==> config.mk <==
export PLATFORM = sky130hd
export DESIGN_NAME = fetch_unit
export DESIGN_NICKNAME = d
export VERILOG_FILES = /design/src/rtl/fetch_unit.sv
export SDC_FILE = /design/constraint.sdc
export NUM_CORES = 1
export LEC_CHECK = 0
export ABC_AREA = 1
export CAP_MARGIN = 20
export CORE_ASPECT_RATIO = 0.7
export CORE_MARGIN = 2
export CORE_UTILIZATION = 35
export CTS_CLUSTER_DIAMETER = 40
export CTS_CLUSTER_SIZE = 8
export DETAILED_ROUTE_END_ITERATION = 10
export GPL_TIMING_DRIVEN = 1
export PLACE_DENSITY = 0.61
export RECOVER_POWER = 25
export SETUP_SLACK_MARGIN = 0.5
export SKIP_CTS_REPAIR_TIMING = 1
export SYNTH_ARGS = -nofsm -noshare
export SYNTH_HDL_FRONTEND = slang
export SYNTH_SLANG_ARGS = --single-unit
==> constraint.sdc <==
create_clock -name clk -period 4.88 [get_ports clk]
set_input_delay 1.464 -clock clk [delete_from_list [all_inputs] [get_ports clk]]
set_output_delay 1.464 -clock clk [all_outputs]
set_load 0.02 [all_outputs]
==> src/rtl/fetch_unit.sv <==
// -----------------------------------------------------------------------------
// fetch_unit
//   Instruction-fetch stage feeding the IF/ID register. Owns the fetch PC,
//   issues word-aligned requests to instruction memory over a req/gnt/rvalid
//   handshake, and buffers returned words with their PCs in an in-order
//   prefetch FIFO. Presents one {pc, inst} pair per cycle, holds it under
//   stall, and flushes on redirect, dropping responses still in flight.
//
// Parameters
//   RESET_PC  first fetch address after reset
//   DEPTH     FIFO entries (power of two, >= 2); also caps buffered +
//             outstanding requests
//
// Ports
//   clk, rst            clock; asynchronous active-high reset
//   stall               downstream hold, FIFO head not consumed
//   redirect            taken branch/jump, flushes the stage
//   redirect_pc         redirect target (bits [1:0] ignored)
//   imem_req/imem_addr  fetch request and word address
//   imem_gnt            memory accepted the request this cycle
//   imem_rvalid/rdata   in-order response
//   if_valid/if_pc/if_inst  FIFO head towards IF/ID (NOP when empty)
// -----------------------------------------------------------------------------
module fetch_unit #(
    parameter logic [31:0] RESET_PC = 32'h0000_0000,
    parameter int          DEPTH    = 4
) (
    input  logic        clk,
    input  logic        rst,
    input  logic        stall,
    input  logic        redirect,
    input  logic [31:0] redirect_pc,
    output logic        imem_req,
    output logic [31:0] imem_addr,
    input  logic        imem_gnt,
    input  logic        imem_rvalid,
    input  logic [31:0] imem_rdata,
    output logic        if_valid,
    output logic [31:0] if_pc,
    output logic [31:0] if_inst
);

    localparam int PTR_W = $clog2(DEPTH);
    localparam int CNT_W = PTR_W + 1;
    localparam logic [CNT_W:0] DEPTH_C = (CNT_W + 1)'(DEPTH);
    localparam logic [31:0]    NOP     = 32'h0000_0013;

    logic [31:0]      fetch_pc;
    logic [31:0]      resp_pc;
    logic [CNT_W-1:0] count;
    logic [CNT_W-1:0] outstanding;
    logic [CNT_W-1:0] discard;
    logic [PTR_W-1:0] head;
    logic [PTR_W-1:0] tail;

    logic [31:0]      pc_mem   [DEPTH];
    logic [31:0]      inst_mem [DEPTH];

    logic [CNT_W:0]   occupancy;
    logic             req_fire;
    logic             push;
    logic             pop;
    logic [31:0]      target_pc;

    // Sequential PC step; wraps modulo 2^32.
    function automatic logic [31:0] pc_next(input logic [31:0] pc);
        return pc + 32'd4;
    endfunction

    always_comb begin
        // Credit check uses registered state only, so a pop or response in
        // this cycle does not open a slot until the next cycle.
        occupancy = {1'b0, count} + {1'b0, outstanding};
        imem_req  = !rst && !redirect && (occupancy < DEPTH_C);
        imem_addr = fetch_pc;
        req_fire  = imem_req && imem_gnt;
        push      = imem_rvalid && (discard == '0);
        pop       = if_valid && !stall;
        target_pc = redirect_pc & 32'hFFFF_FFFC;
    end

    assign if_valid = (count != '0);
    assign if_pc    = if_valid ? pc_mem[head]   : resp_pc;
    assign if_inst  = if_valid ? inst_mem[head] : NOP;

    // Control state: pointers, counters and PCs.
    always_ff @(posedge clk or posedge rst) begin
        if (rst) begin
            fetch_pc    <= RESET_PC;
            resp_pc     <= RESET_PC;
            count       <= '0;
            outstanding <= '0;
            discard     <= '0;
            head        <= '0;
            tail        <= '0;
        end else if (redirect) begin
            // Everything still in flight, including a response landing now,
            // belongs to the old path and must be dropped on arrival.
            fetch_pc    <= target_pc;
            resp_pc     <= target_pc;
            count       <= '0;
            head        <= '0;
            tail        <= '0;
            outstanding <= outstanding - CNT_W'(imem_rvalid);
            discard     <= outstanding - CNT_W'(imem_rvalid);
        end else begin
            if (req_fire) begin
                fetch_pc <= pc_next(fetch_pc);
            end
            outstanding <= outstanding + CNT_W'(req_fire) - CNT_W'(imem_rvalid);
            if (imem_rvalid && !push) begin
                discard <= discard - 1'b1;
            end
            if (push) begin
                resp_pc <= pc_next(resp_pc);
                tail    <= tail + 1'b1;
            end
            if (pop) begin
                head <= head + 1'b1;
            end
            count <= count + CNT_W'(push) - CNT_W'(pop);
        end
    end

    // FIFO storage: data only, no reset needed since if_valid masks it.
    always_ff @(posedge clk) begin
        if (push && !redirect) begin
            pc_mem[tail]   <= resp_pc;
            inst_mem[tail] <= imem_rdata;
        end
    end

endmodule

Word level (Yosys, flattened, before mapping) --
Memory sizes are Yosys's and may differ from the RTL's. Index checks and enable logic that the tools add are counted.
Storage, ports and cells: output and inout bits 98, memories kept 2, memory bits (read-only) 0, bits in registers 77, bits in writable memories 256, bits in latches 0, input port bits 70, logic and storage cells 54
Operators by class: order comparisons 1, equal/unequal tests 0, mux-type cells 16, shift-type cells 0, reduce and logical (&&, ||, !) cells 17, bitwise gates (word level) 0, div/mod/pow operators 0, multiply operators 0, add/subtract/negate cells 11
Memory list:
- inst_mem | depth 4, width 32, rd ports 1, clocked after Yosys merged registers in 0, wr ports 1, RTL line 57 | logic [31:0] inst_mem [DEPTH];
- pc_mem | depth 4, width 32, rd ports 1, clocked after Yosys merged registers in 0, wr ports 1, RTL line 56 | logic [31:0] pc_mem [DEPTH];
Operator list (number):
- 32-bit 2-to-1 mux | 6
- 32-bit by 3-bit adder with 32-bit output (second input constant) | 2
- 3-bit 2-to-1 mux | 4
- 3-bit by 1-bit subtractor with 3-bit output | 3
- 2-bit 2-to-1 mux | 4
- 2-bit nonzero test | 4
- 1-bit logical AND | 7
- 3-bit by 1-bit adder with 3-bit output | 2
- 2-bit by 1-bit adder with 2-bit output (second input constant) | 2
- 3-bit by 3-bit adder with 4-bit output | 1
- 1-bit logical NOT | 4
- 4-bit by 3-bit < comparator with 1-bit output (second input constant) | 1
- 3-bit logical NOT | 1
- 3-bit nonzero test | 1
- 3-bit by 1-bit subtractor with 3-bit output (second input constant) | 1
- 1-bit 2-to-1 mux | 2

Depth between registers and ports, before layout --
depth in word-level cells 7, gate-level depth with buffers 12, depth with buffers taken out 12

Least setup slack after synthesis --
No wires, ideal clock.
path kind input to register, start point in imem_rvalid, end point mem inst_mem[0][0], enable pin, data required time 4.398 ns, arrival time 4.448 ns, path buffers 0, stages 4, setup slack -0.050 ns, cell sequence nand3_4 -> inv_2 -> nand2_1 -> nor2_1
Between the ends: longest elaborated chain between the ends 4
Ends and longest elaborated chain:
- from (decl) | RTL line 36 | input logic imem_rvalid,
- 1-bit logical AND | RTL line 77 | push = imem_rvalid && (discard == '0);
- 1-bit logical AND | RTL line 127 | if (push && !redirect) begin
- 1-bit 2-to-1 mux | RTL line 127
- 1-bit 2-to-1 mux (implied by the code) | RTL line 129 | inst_mem[tail] <= imem_rdata;
- to (decl) | RTL line 57
No other way between the ends.

Worst setup path after layout --
start point in rst, end point out imem_req
Between the ends: longest elaborated chain between the ends 3
Ends and longest elaborated chain:
- from (decl) | RTL line 29 | input logic rst,
- 1-bit logical NOT (no source line)
- 1-bit logical AND (2 in series) | RTL line 74 | imem_req = !rst && !redirect && (occupancy < DEPTH_C);
- to (decl) | RTL line 33 | output logic imem_req,
No other way between the ends.

==> run_results.csv <==
group,metric,value,unit
timing,drv_slew,0,
routing,drc,0,
global_routing,grt_pass1_wl,64600,um
clock_network,clock_path_buffers,3,
clock_network,clk_pin_slew,50,ps
routing,ant_nets,0,
routing,wire_per_inst,18.7,um
worst_setup_path,endpoint_kind,"primary output",
power,ir_drop,0.000342,V
die,die-area,44000,um2
timing,setup_viol,0,
global_routing,grt_use_total,18.9,%
worst_setup_path,rr_startpoint,"count[1]",
clock_network,htreeDepth,2,
timing,hold_viol,0,
timing,rsz0062_at_grt,"no",
layout,fin_util,45.2,%
yosys,synth_top_area_cell,"edfxtp_1",
worst_setup_path,r2r_slack,2080,ps
clock_network,clock_latency,570,ps
die,die_h,176,um
yosys,ys.flop_type,"edfxtp_1",
worst_setup_path,cp_data_required_time,3420,ps
yosys,synth.distinct_cells,41,
placement,gp_congestion,0.906,
power,pwr_density_cell,552,nW/um2
global_routing,antenna_found_initial,0,
timing,final.min_clock_period,4440,ps
yosys,avgSynthCellArea,9.71,um2
global_routing,grt_pass1_vias,11100,
yosys,syn-instance-count,1525,
job,drv_cap,0,
routing,wl,42500,um
routing,firstDrtPassIters,5,
power,finalPower,10.3,mW
layout,final_area,18700,um2
timing,finalCritPeriodShare,91.0,%
layout,final_cell_mix,"306 x nand2_1, 293 x nor2_1, 248 x edfxtp_1",
layout,antennaDiodeCount,0,
layout,syn_to_final_growth,26.3,%
timing,max_freq,225,MHz
layout,nets,1786,
global_routing,gr-total-overflow,0,
clock_network,cts.root.buffer_cell,"clkbuf_16",
die,start_util,35.8,%
clock_network,cts.sinks,321,
yosys,syn_area,14800,um2
placement,place_area,17100,um2
yosys,synth_edf_count,248,
timing,finClkSkew,29.3,ps
yosys,synth.top_cell.area_share,50.3,%
die,rows,62,
die,core,41300,um2
clock_network,cts_inserted_buffers,52,
routing,drt-initial-drc-count,938,
worst_setup_path,arrival,2980,ps
placement,place_ws,543,ps
worst_setup_path,crit_fanout,2,
yosys,yosysSeqAreaShare,62.7,%
yosys,ys_ff_latch,321,
clock_network,cts_tree,"yes",
worst_setup_path,critPathLaunchType,"input pin",
placement,portBuffers,161,
power,power.leakage,7.03,nW
yosys,synth_async_sr_flop_share,22.7,%
routing,num_vias,11500,
worst_setup_path,critical_path_class,"input pin to primary output",
timing,finalWorstSetupSlack,438,ps
min_path,hold_depth,2,
worst_setup_path,reg2reg_depth,12,
routing,vias_per_cell,5.07,
yosys,synth.area.top_cells,"edfxtp_1 50%, dfrtp_1 12%, nand2_1 7.8%, nor2_1 7.5%, o21ai_0 5.9%",
die,ios,168,
placement,hpwl,26200,um
layout,layout_commonest_cell,"nand2_1",
yosys,synth_warnings,0,
worst_setup_path,timing.rr.end,"count[2]",
timing,setup_tns,0,ps
timing,tightest_slew,880,ps
global_routing,grt_max_degree,127,
outcome,status,"complete, no violations",
layout,drive_above_1_share,7.23,%
min_path,hp-class,"register to register",
min_path,holdCritStartpoint,"discard[1]",
timing,max_slew_margin,41.3,%
die,die_w,250,um
min_path,holdPathEnd,"discard[1]",
==> worst max-delay path by stage <==
stage	slack [ps]	to	startpoint
after global placement	550	imem_req	redirect
after floorplan	-50	inst_mem[0][0]	imem_rvalid
after CTS	370	if_pc[30]	head[1]
after detailed placement	540	imem_req	redirect
after global routing	370	imem_req	rst
final	440	imem_req	rst
==> per-layer routing <==
layer / vias to the layer above / GRT usage [%] / wire, um
met5: - / 0 / 0
met3: 54 / 4.39 / 3390
met1: 5561 / 27.5 / 19700
met4: 0 / 4.47 / 635
met2: 385 / 28.7 / 18700
li1: 5517 / - / -
==> critical path: stages <==
cell and delay [ps]:
dlygate4sd3_1 540, clkinvlp_2 130, nand3b_4 90, nor2_4 140, clkdlybuf4s50_1 610
==> kinds of logic (layout without fill, tap and decap cells) <==
family,Yosys count,after routing,share of synthesized area [%]
AOI/OAI and AO/OA,276,276,10.0
xor gates and xnor gates,14,14,0.828
adders and majority gates,18,18,1.62
buffers and inverters,179,380,5.13
DFF,321,321,62.7
other,1,4,0.0253
and+or+nand+nor,716,716,19.7
==> area by class of cell <==
| class | instances | area [um2] |
|---|---|---|
| inverter | 110 | 434 |
| clock buffer | 71 | 1400 |
| sequential | 321 | 9280 |
| timing repair buffer | 185 | 1910 |
| clock inverter | 14 | 169 |
| tap | 544 | 681 |
| fill | 3899 | 22700 |
| multi-input combinational | 1028 | 4820 |
==> cell usage after synthesis, types with 7 or more instances <==
cell type / number
edfxtp_1: 248
nand4_1: 14
o22ai_1: 25
nor2_2: 8
o21ai_1: 7
nand3_1: 72
nand2_1: 307
inv_1: 101
o211ai_1: 13
buf_4: 8
ha_1: 16
a21oi_1: 42
nor2_1: 297
xor2_1: 13
a31oi_1: 7
clkbuf_1: 34
o21ai_0: 174
dfrtp_1: 73
buf_2: 21
==> power breakdown <==
part	total (mW)	switching, mW	internal, mW
clock	3.36	1.22	2.14
combinational	3.53	2.18	1.35
sequential	3.42	0.238	3.18
total	10.3	3.64	6.68
==> registers in the layout (all words and copies together) (netlist names) <==
| register | flops |
|---|---|
| count | 3 |
| discard | 3 |
| head | 2 |
| imem_addr | 30 |
| inst_mem | 128 |
| outstanding | 3 |
| pc_mem | 120 |
| resp_pc | 30 |
| tail | 2 |
==> through the flow <==
stage	instances	hold WS, ps
floorplan	1528	515
global placement	2187	551
detailed placement	2187	579
CTS	2272	583
global route	2273	628
finish	2273	578
No activity file was read; power rests on OpenSTA's default activity.
